===== src/rtl/bh_io_unit.sv =====
// Byte-stream I/O unit for the brainhack core: an output FIFO fed by `.` and
// drained by the host, and an input FIFO filled by the host and drained by `,`.
`timescale 1ns/1ps
module bh_io_unit #(
  parameter int                DATA_W    = 8,
  parameter int                DEPTH     = 16,
  parameter int                EOF_MODE  = 1,
  parameter logic [DATA_W-1:0] EOF_VALUE = '0
) (
  input  logic                        i_clock,
  input  logic                        i_reset,
  input  logic                        i_out_req,
  input  logic [DATA_W-1:0]           i_out_data,
  output logic                        o_out_stall,
  output logic                        o_host_out_valid,
  output logic [DATA_W-1:0]           o_host_out_data,
  input  logic                        i_host_out_ready,
  input  logic                        i_in_req,
  output logic [DATA_W-1:0]           o_in_data,
  output logic                        o_in_stall,
  input  logic                        i_host_in_valid,
  input  logic [DATA_W-1:0]           i_host_in_data,
  output logic                        o_host_in_ready,
  input  logic                        i_host_eof,
  output logic [$clog2(DEPTH):0]      o_out_count,
  output logic [$clog2(DEPTH):0]      o_in_count,
  output logic                        o_eof_hit
);

  localparam int              AW          = $clog2(DEPTH);
  localparam int              CW          = AW + 1;
  localparam logic [CW-1:0]   FULL_CNT    = CW'(DEPTH);
  localparam bit              EOF_RETURNS = (EOF_MODE != 0);

  logic [DATA_W-1:0] out_mem_q [DEPTH];
  logic [DATA_W-1:0] in_mem_q  [DEPTH];

  logic [AW-1:0] out_rd_q, out_rd_d, out_wr_q, out_wr_d;
  logic [AW-1:0] in_rd_q,  in_rd_d,  in_wr_q,  in_wr_d;
  logic [CW-1:0] out_cnt_q, out_cnt_d, in_cnt_q, in_cnt_d;
  logic          eof_hit_q, eof_hit_d;

  logic out_full, out_empty, out_push, out_pop;
  logic in_full,  in_empty,  in_push,  in_pop, in_eof;

  // Output queue: full/empty come from the registered count only.
  always_comb begin
    out_full  = (out_cnt_q == FULL_CNT);
    out_empty = (out_cnt_q == '0);
    out_push  = i_out_req & ~out_full;
    out_pop   = ~out_empty & i_host_out_ready;
    out_wr_d  = out_wr_q + AW'(out_push);
    out_rd_d  = out_rd_q + AW'(out_pop);
    out_cnt_d = out_cnt_q + CW'(out_push) - CW'(out_pop);
  end

  // Input queue: buffered words always win over the host EOF flag.
  always_comb begin
    in_full   = (in_cnt_q == FULL_CNT);
    in_empty  = (in_cnt_q == '0);
    in_push   = i_host_in_valid & ~in_full;
    in_pop    = i_in_req & ~in_empty;
    in_eof    = i_in_req & in_empty & i_host_eof;
    in_wr_d   = in_wr_q + AW'(in_push);
    in_rd_d   = in_rd_q + AW'(in_pop);
    in_cnt_d  = in_cnt_q + CW'(in_push) - CW'(in_pop);
    eof_hit_d = eof_hit_q | in_eof;
  end

  always_ff @(posedge i_clock or posedge i_reset) begin
    if (i_reset) begin
      out_rd_q  <= '0;
      out_wr_q  <= '0;
      out_cnt_q <= '0;
      in_rd_q   <= '0;
      in_wr_q   <= '0;
      in_cnt_q  <= '0;
      eof_hit_q <= 1'b0;
    end else begin
      out_rd_q  <= out_rd_d;
      out_wr_q  <= out_wr_d;
      out_cnt_q <= out_cnt_d;
      in_rd_q   <= in_rd_d;
      in_wr_q   <= in_wr_d;
      in_cnt_q  <= in_cnt_d;
      eof_hit_q <= eof_hit_d;
    end
  end

  // Storage carries no reset; stale entries are never visible past the count.
  always_ff @(posedge i_clock) begin
    if (out_push) out_mem_q[out_wr_q] <= i_out_data;
    if (in_push)  in_mem_q[in_wr_q]   <= i_host_in_data;
  end

  assign o_out_stall      = i_out_req & out_full;
  assign o_host_out_valid = ~out_empty;
  assign o_host_out_data  = out_mem_q[out_rd_q];
  assign o_out_count      = out_cnt_q;

  assign o_host_in_ready  = ~in_full;
  assign o_in_stall       = i_in_req & in_empty & ~(i_host_eof & EOF_RETURNS);
  assign o_in_data        = in_empty ? EOF_VALUE : in_mem_q[in_rd_q];
  assign o_in_count       = in_cnt_q;
  assign o_eof_hit        = eof_hit_q;

endmodule


===== config.mk =====
export PLATFORM = sky130hd
export DESIGN_NAME = bh_io_unit
export DESIGN_NICKNAME = d
export VERILOG_FILES = /design/src/rtl/bh_io_unit.sv
export SDC_FILE = /design/constraint.sdc
export NUM_CORES = 1
export LEC_CHECK = 0
export BUFFER_PORTS_ARGS = -buffer_cell sky130_fd_sc_hd__buf_2
export CAP_MARGIN = 10
export CORE_UTILIZATION = 55
export CTS_CLUSTER_DIAMETER = 80
export CTS_CLUSTER_SIZE = 24
export DETAILED_ROUTE_END_ITERATION = 16
export PLACE_DENSITY_LB_ADDON = 0.3
export SLEW_MARGIN = 20
export SYNTH_ARGS = -nofsm -noshare
export SYNTH_HDL_FRONTEND = slang
export SYNTH_SLANG_ARGS = --single-unit

===== constraint.sdc =====
create_clock -name i_clock -period 2.63 [get_ports i_clock]
set_input_delay 0.263 -clock i_clock [delete_from_list [all_inputs] [get_ports i_clock]]
set_output_delay 0.263 -clock i_clock [all_outputs]
set_load 0.01 [all_outputs]

==> impl_metrics.env, run 1 <==
export IMPL_p_leak_nw=4.50
export IMPL_pin_count=54
export IMPL_synth_edf_count=256
export IMPL_syn_area_per_cell_um2=19.9
export IMPL_cts_htree_levels=1
export IMPL_final_area_mm2=0.0129
export IMPL_path_buf_inv=2
export IMPL_fmax_ghz=0.380
export IMPL_syn2layout_area_growth_pct=15.0
export IMPL_required_ns=2.37
export IMPL_nNetsFinal=716
export IMPL_hpwl_mm=13.7
export IMPL_critPathLaunchType="flop"
export IMPL_slowest_stage="mux4_2"
export IMPL_grt_pass1_wl_mm=31.5
export IMPL_row_count=51
export IMPL_ys_async_sr_fraction_pct=9.54
export IMPL_io_buffers=53
export IMPL_synthCells=565
export IMPL_drive_gt1_share_pct=34.6
export IMPL_maxCapViolations=0
export IMPL_synth_warnings=0
export IMPL_vias=5587
export IMPL_yosysUniqueCellTypes=38
export IMPL_setup_ws_ns=-0.00284
export IMPL_synth_nets=608
export IMPL_synth_area_mm2=0.0112
export IMPL_routedWlPerCell_um=22.2
export IMPL_grt_setup_unrepaired="true"
export IMPL_powerDensity_mw_per_mm2=1050
export IMPL_floorplan_initialDensity_pct=56.9
export IMPL_gp_congestion=0.770
export IMPL_slew_headroom_pct=45.1
export IMPL_min_path_type="in -> reg"
export IMPL_crit_family="multiplexers"
export IMPL_max_stage_delay_ns=0.51
export IMPL_synth_ff_type="edfxtp_1"
export IMPL_synth_top_area_cell="edfxtp_1"
export IMPL_fill_cells=1267
export IMPL_fp_dieW_um=145
export IMPL_drcViolationCount=0
export IMPL_status="finished, violations left"
export IMPL_viasPerCell=5.89
export IMPL_cp_end_kind="primary output"
export IMPL_cts_tree="built"
export IMPL_gr_total_overflow=0
export IMPL_die_area_mm2=0.0210
export IMPL_postRouteAntennaNets=0
export IMPL_core_mm2=0.0197
export IMPL_grt_pass1_vias=5614
export IMPL_fin_crit_sh_pct=100
export IMPL_synth_area_leaders="edfxtp_1 (68%), mux4_2 (13%), dfrtp_1 (6.0%), ha_1 (2.0%), a22oi_1 (1.1%)"
export IMPL_critPathKind="reg -> out"
export IMPL_whs_ns=0.0304
export IMPL_finalWirelength_mm=21.1
export IMPL_synth_top_area_share_pct=68.5
export IMPL_clock_root_buffer="clkbuf_16"
export IMPL_grt_usage_pct=20.5
export IMPL_critPathMaxFanout=5
export IMPL_antenna_found_initial=0
export IMPL_arrival_ns=2.37
export IMPL_hold_violations=0
export IMPL_num_antenna_cells=0
export IMPL_fin_crit_ns=2.63
export IMPL_fin_skew_ns=0.0127
export IMPL_first_iter_violations=489
export IMPL_worstPathCellList="buf_12 -> mux4_2 -> mux2_4 -> o21ai_4 -> a21oi_2 -> buf_2"
export IMPL_die_y_um=145
export IMPL_postPlaceCellArea_mm2=0.0121
export IMPL_grt_max_degree=33
export IMPL_worst_pin_slew_ns=0.821
export IMPL_cts_sinks=283
export IMPL_cts_path_max_buffers=3
export IMPL_path_clk_slew_ns=0.09
export IMPL_yosysSeqAreaShare_pct=74.5
export IMPL_violations="setup timing"
export IMPL_irDropWorstVdd_uv=579
export IMPL_ys_seq_elements=283
export IMPL_final_setup_viol_count=1
export IMPL_clock_latency_ns=0.48
export IMPL_first_pass_iters=5
export IMPL_drv_slew=0
export IMPL_cts_made_buffers=16
-- per-stage QoR --
step	cells	util [%]	setup WS, ns	TNS (ns)	total power [mW]
after global placement	902	61.3	0.0971	0	10.4
after detailed placement	902	61.3	-0.0110	-0.0110	10.6
after global routing	948	65.5	-0.0897	-0.455	14.3
after floorplan	565	-	0.000290	0	9.05
final	948	65.5	-0.00284	-0.00284	13.6
after CTS	935	64.4	-0.0156	-0.0297	13.3
-- cells in the final DEF, fill, tap and decap left out, drive strengths merged, types with 7 or more instances in the layout --
| master | instances |
|---|---|
| a21oi | 11 |
| a22oi | 16 |
| buf | 115 |
| clkbuf | 26 |
| dfrtp | 27 |
| edfxtp | 256 |
| ha | 18 |
| inv | 16 |
| mux2 | 7 |
| mux2i | 10 |
| mux4 | 63 |
| nand2 | 16 |
| nand3 | 7 |
| nor2 | 29 |
| nor3 | 8 |
| o21ai | 7 |
| xnor2 | 8 |
| xor2 | 9 |
-- power breakdown --
| part | switching [mW] | total [mW] | internal (mW) |
|---|---|---|---|
| combinational | 2.41 | 4.95 | 2.54 |
| sequential | 0.524 | 6.07 | 5.55 |
| clock | 1.37 | 2.61 | 1.23 |
| total | 4.31 | 13.6 | 9.32 |
-- synthesized netlist by cell type (9+ instances only) --
cell        n
edfxtp_1  256
mux4_2     63
nor2_1     29
dfrtp_1    27
ha_1       18
a22oi_1    16
nand2_1    16
inv_1      15
clkbuf_1   14
a21oi_1    11
mux2i_1    10
xor2_1      9
-- registers in the layout, indices dropped and copies added (netlist names) --
signal       flops
in_mem_q       128
in_rd_q          4
in_wr_q          4
o_eof_hit        1
o_in_count       5
o_out_count      5
out_mem_q      128
out_rd_q         4
out_wr_q         4
-- worst register-to-register path, cell delays in order, from the launching register on --
cell and delay (ns):
dfrtp_1 0.40, inv_2 0.09, ha_4 0.13, or4b_4 0.45, and2_4 0.17, ha_4 0.20, inv_1 0.08, ha_4 0.14
inv_2 0.04, fa_2 0.38, inv_1 0.06, a21oi_1 0.05, o21bai_1 0.17, xnor2_1 0.13
-- worst paths after layout --
| path | startpoint | endpoint | slack (ns) | cells after the start |
|---|---|---|---|---|
| max | in_rd_q[1] | o_in_data[6] | -0.003 | 6 |
| min | i_host_eof | o_eof_hit | 0.03 | 2 |
| max reg2reg | o_out_count[2] | o_out_count[4] | 0.07 | 13 |
| min reg2reg | o_eof_hit | o_eof_hit | 0.49 | 1 |
| max in group asynchronous | i_reset | in_rd_q[2] | 1.64 | 4 |
| min in group asynchronous | i_reset | out_wr_q[2] | 0.35 | 3 |
-- logic make-up after synthesis --
| logic type | after synthesis | share of synthesized area, % |
|---|---|---|
| buffers and inverters | 42 | 1.67 |
| XOR/XNOR | 17 | 1.33 |
| AND/OR/NAND/NOR | 83 | 3.66 |
| AO/OA/AOI/OAI | 40 | 2.26 |
| flip-flops | 283 | 74.5 |
| adder cells (fa/ha/maj) | 20 | 2.36 |
| multiplexers | 80 | 14.2 |
-- routing by layer --
metal,wire (µm),GRT usage [%],vias up
met5,0,0,-
met4,291,4.43,0
met3,1280,2.44,20
met2,10400,33.1,197
met1,9130,30.5,2907
li1,-,-,2463
-- timing repair --
| item | CTS | global route |
|---|---|---|
| cloned | 1 | 1 |
| pin swaps | 4 | 3 |
| buffers inserted | 3 | 13 |
| hold buffers | 1 | 0 |
| endpoints found under the setup margin | 10 | 12 |
| endpoints found under the hold margin | 13 | 0 |
| gates resized for setup | 20 | 30 |
-- final cells by class --
type	instances	area (µm²)	area share, %
clock inverter	3	37.5	0.291
multi-input combinational	240	2830	21.9
clock buffer	25	455	3.53
sequential	283	8370	64.8
timing repair buffer	117	840	6.50
tap	265	332	2.57
inverter	15	56.3	0.436
(Power assumes the default switching activity.)
==> inputs of run 2 (changes only) <==
RECOVER_POWER = 100   (was not set)
==> run 2 against run 1 <==
The flow still finishes with violations (setup timing). Sequential share of layout area up 0.20 points. Total power down 0.16%. Via count up 0.21%. Worst hold slack worse by 0.00074 ns. Sequential cell count unchanged. Core utilization down 0.20 points. Register-to-register slack about the same. Clock power about the same. Critical endpoint unchanged.
==> impl_metrics.env, run 2 (same netlist as run 1, synthesis figures left out) <==
export IMPL_status="finished, violations left"
export IMPL_violations="setup timing"
export IMPL_cts_htree_levels=1
export IMPL_fill_cells=1288
export IMPL_gp_congestion=0.770
export IMPL_required_ns=2.37
export IMPL_cts_sinks=283
export IMPL_clock_root_buffer="clkbuf_16"
export IMPL_grt_pass1_vias=5614
export IMPL_slew_headroom_pct=43.4
export IMPL_timing_rr_start="o_out_count[2]"
export IMPL_routedWlPerCell_um=22.3
export IMPL_cts_path_max_buffers=3
export IMPL_cts_made_buffers=16
export IMPL_grt_pass1_wl_mm=31.5
export IMPL_final_cell_mix="edfxtp_1 (256), mux4_2 (63), buf_4 (53), clkbuf_1 (36), nor2_1 (29)"
export IMPL_r2r_setup_slack_ns=0.07
export IMPL_hold_violations=0
export IMPL_worst_pin_slew_ns=0.849
export IMPL_maxCapViolations=0
export IMPL_row_count=51
export IMPL_num_antenna_cells=0
export IMPL_largestRegisters="in_mem_q x128, out_mem_q x128"
export IMPL_critPathLaunchType="flop"
export IMPL_fin_crit_sh_pct=100
export IMPL_fin_skew_ns=0.0135
export IMPL_postRouteAntennaNets=0
export IMPL_gr_total_overflow=0
export IMPL_grt_max_degree=33
export IMPL_die_area_mm2=0.0210
export IMPL_critPathKind="reg -> out"
export IMPL_syn2layout_area_growth_pct=14.7
export IMPL_io_buffers=53
export IMPL_vias=5599
export IMPL_cts_tree="built"
export IMPL_viasPerCell=5.91
export IMPL_fp_dieW_um=145
export IMPL_postPlaceCellArea_mm2=0.0121
export IMPL_drcViolationCount=0
export IMPL_finalWirelength_mm=21.1
export IMPL_antenna_found_initial=0
export IMPL_drv_slew=0
export IMPL_path_clk_slew_ns=0.09
export IMPL_arrival_ns=2.37
export IMPL_final_area_mm2=0.0129
export IMPL_drive_gt1_share_pct=30.5
export IMPL_core_mm2=0.0197
export IMPL_first_pass_iters=5
export IMPL_cp_end_kind="primary output"
export IMPL_fmax_ghz=0.379
export IMPL_irDropWorstVdd_uv=589
export IMPL_final_setup_viol_count=1
export IMPL_setup_ws_ns=-0.00642
export IMPL_critPathMaxFanout=5
export IMPL_nNetsFinal=716
export IMPL_p_leak_nw=4.42
export IMPL_hpwl_mm=13.7
export IMPL_powerDensity_mw_per_mm2=1060
export IMPL_die_y_um=145
export IMPL_clock_latency_ns=0.48
export IMPL_grt_usage_pct=20.5
export IMPL_mostFrequentLayoutCell="edfxtp_1"
export IMPL_cp_startpoint="in_rd_q[1]"
export IMPL_floorplan_initialDensity_pct=56.9
export IMPL_fin_crit_ns=2.64
export IMPL_hold_start="i_host_eof"
export IMPL_min_path_type="in -> reg"
export IMPL_pin_count=54
export IMPL_grt_setup_unrepaired="true"
export IMPL_p_total_mw=13.6
export IMPL_first_iter_violations=506
-- run 2: where the power goes --
part           total [mW]  switching, mW  internal, mW
registers            6.07          0.524          5.55
clock network        2.61           1.37          1.23
logic                4.93           2.42          2.50
total                13.6           4.32          9.29
-- run 2: critical path: stages, from the launching register on --
cell and delay (ns):
dfrtp_2 0.51, buf_12 0.16, mux4_2 0.51, mux2_4 0.30, o21ai_4 0.19, a21oi_2 0.05, buf_2 0.17
-- run 2: through the flow --
step / std cells / setup slack (ns) / hold WS (ns) / TNS [ns] / util (%)
finish: 948 / -0.00642 / 0.0296 / -0.00642 / 65.3
global route: 948 / -0.0897 / 0.0140 / -0.491 / 65.3
CTS: 935 / -0.0156 / 0.0173 / -0.0297 / 64.4
detailed placement: 902 / -0.0110 / 0.348 / -0.0110 / 61.3
global placement: 902 / 0.0971 / 0.328 / 0 / 61.3
floorplan: 565 / 0.000290 / 0.316 / 0 / -
-- run 2: path summary, 6_finish.rpt --
path,to,cells after the start
max,o_in_data[6],6
min,o_eof_hit,2
max reg2reg,o_out_count[4],13
min reg2reg,o_eof_hit,1
max in group asynchronous,in_rd_q[2],4
min in group asynchronous,out_wr_q[2],3
-- run 2: area by class of cell --
type	count	area [µm²]	area share, %
Sequential cell	283	8370	65.0
Inverter	15	56.3	0.437
Clock inverter	3	37.5	0.292
Tap cell	265	332	2.58
Clock buffer	25	455	3.54
Timing Repair Buffer	117	800	6.21
Multi-Input combinational cell	240	2830	21.9
-- run 2: repair_timing --
| item | CTS | global route |
|---|---|---|
| buffers inserted | 3 | 13 |
| gates cloned | 1 | 1 |
| resized for setup | 20 | 30 |
| setup endpoints to repair | 10 | 12 |
| hold buffers | 1 | 0 |
| hold endpoints to repair | 13 | 0 |
| pin swaps | 4 | 3 |
-- run 2: metal layers --
| layer | GRT usage [%] | vias to the layer above | wire length (µm) |
|---|---|---|---|
| li1 | - | 2464 | - |
| met1 | 30.5 | 2935 | 9220 |
| met2 | 33.1 | 182 | 10400 |
| met3 | 2.44 | 18 | 1220 |
| met4 | 4.43 | 0 | 285 |
| met5 | 0 | - | 0 |
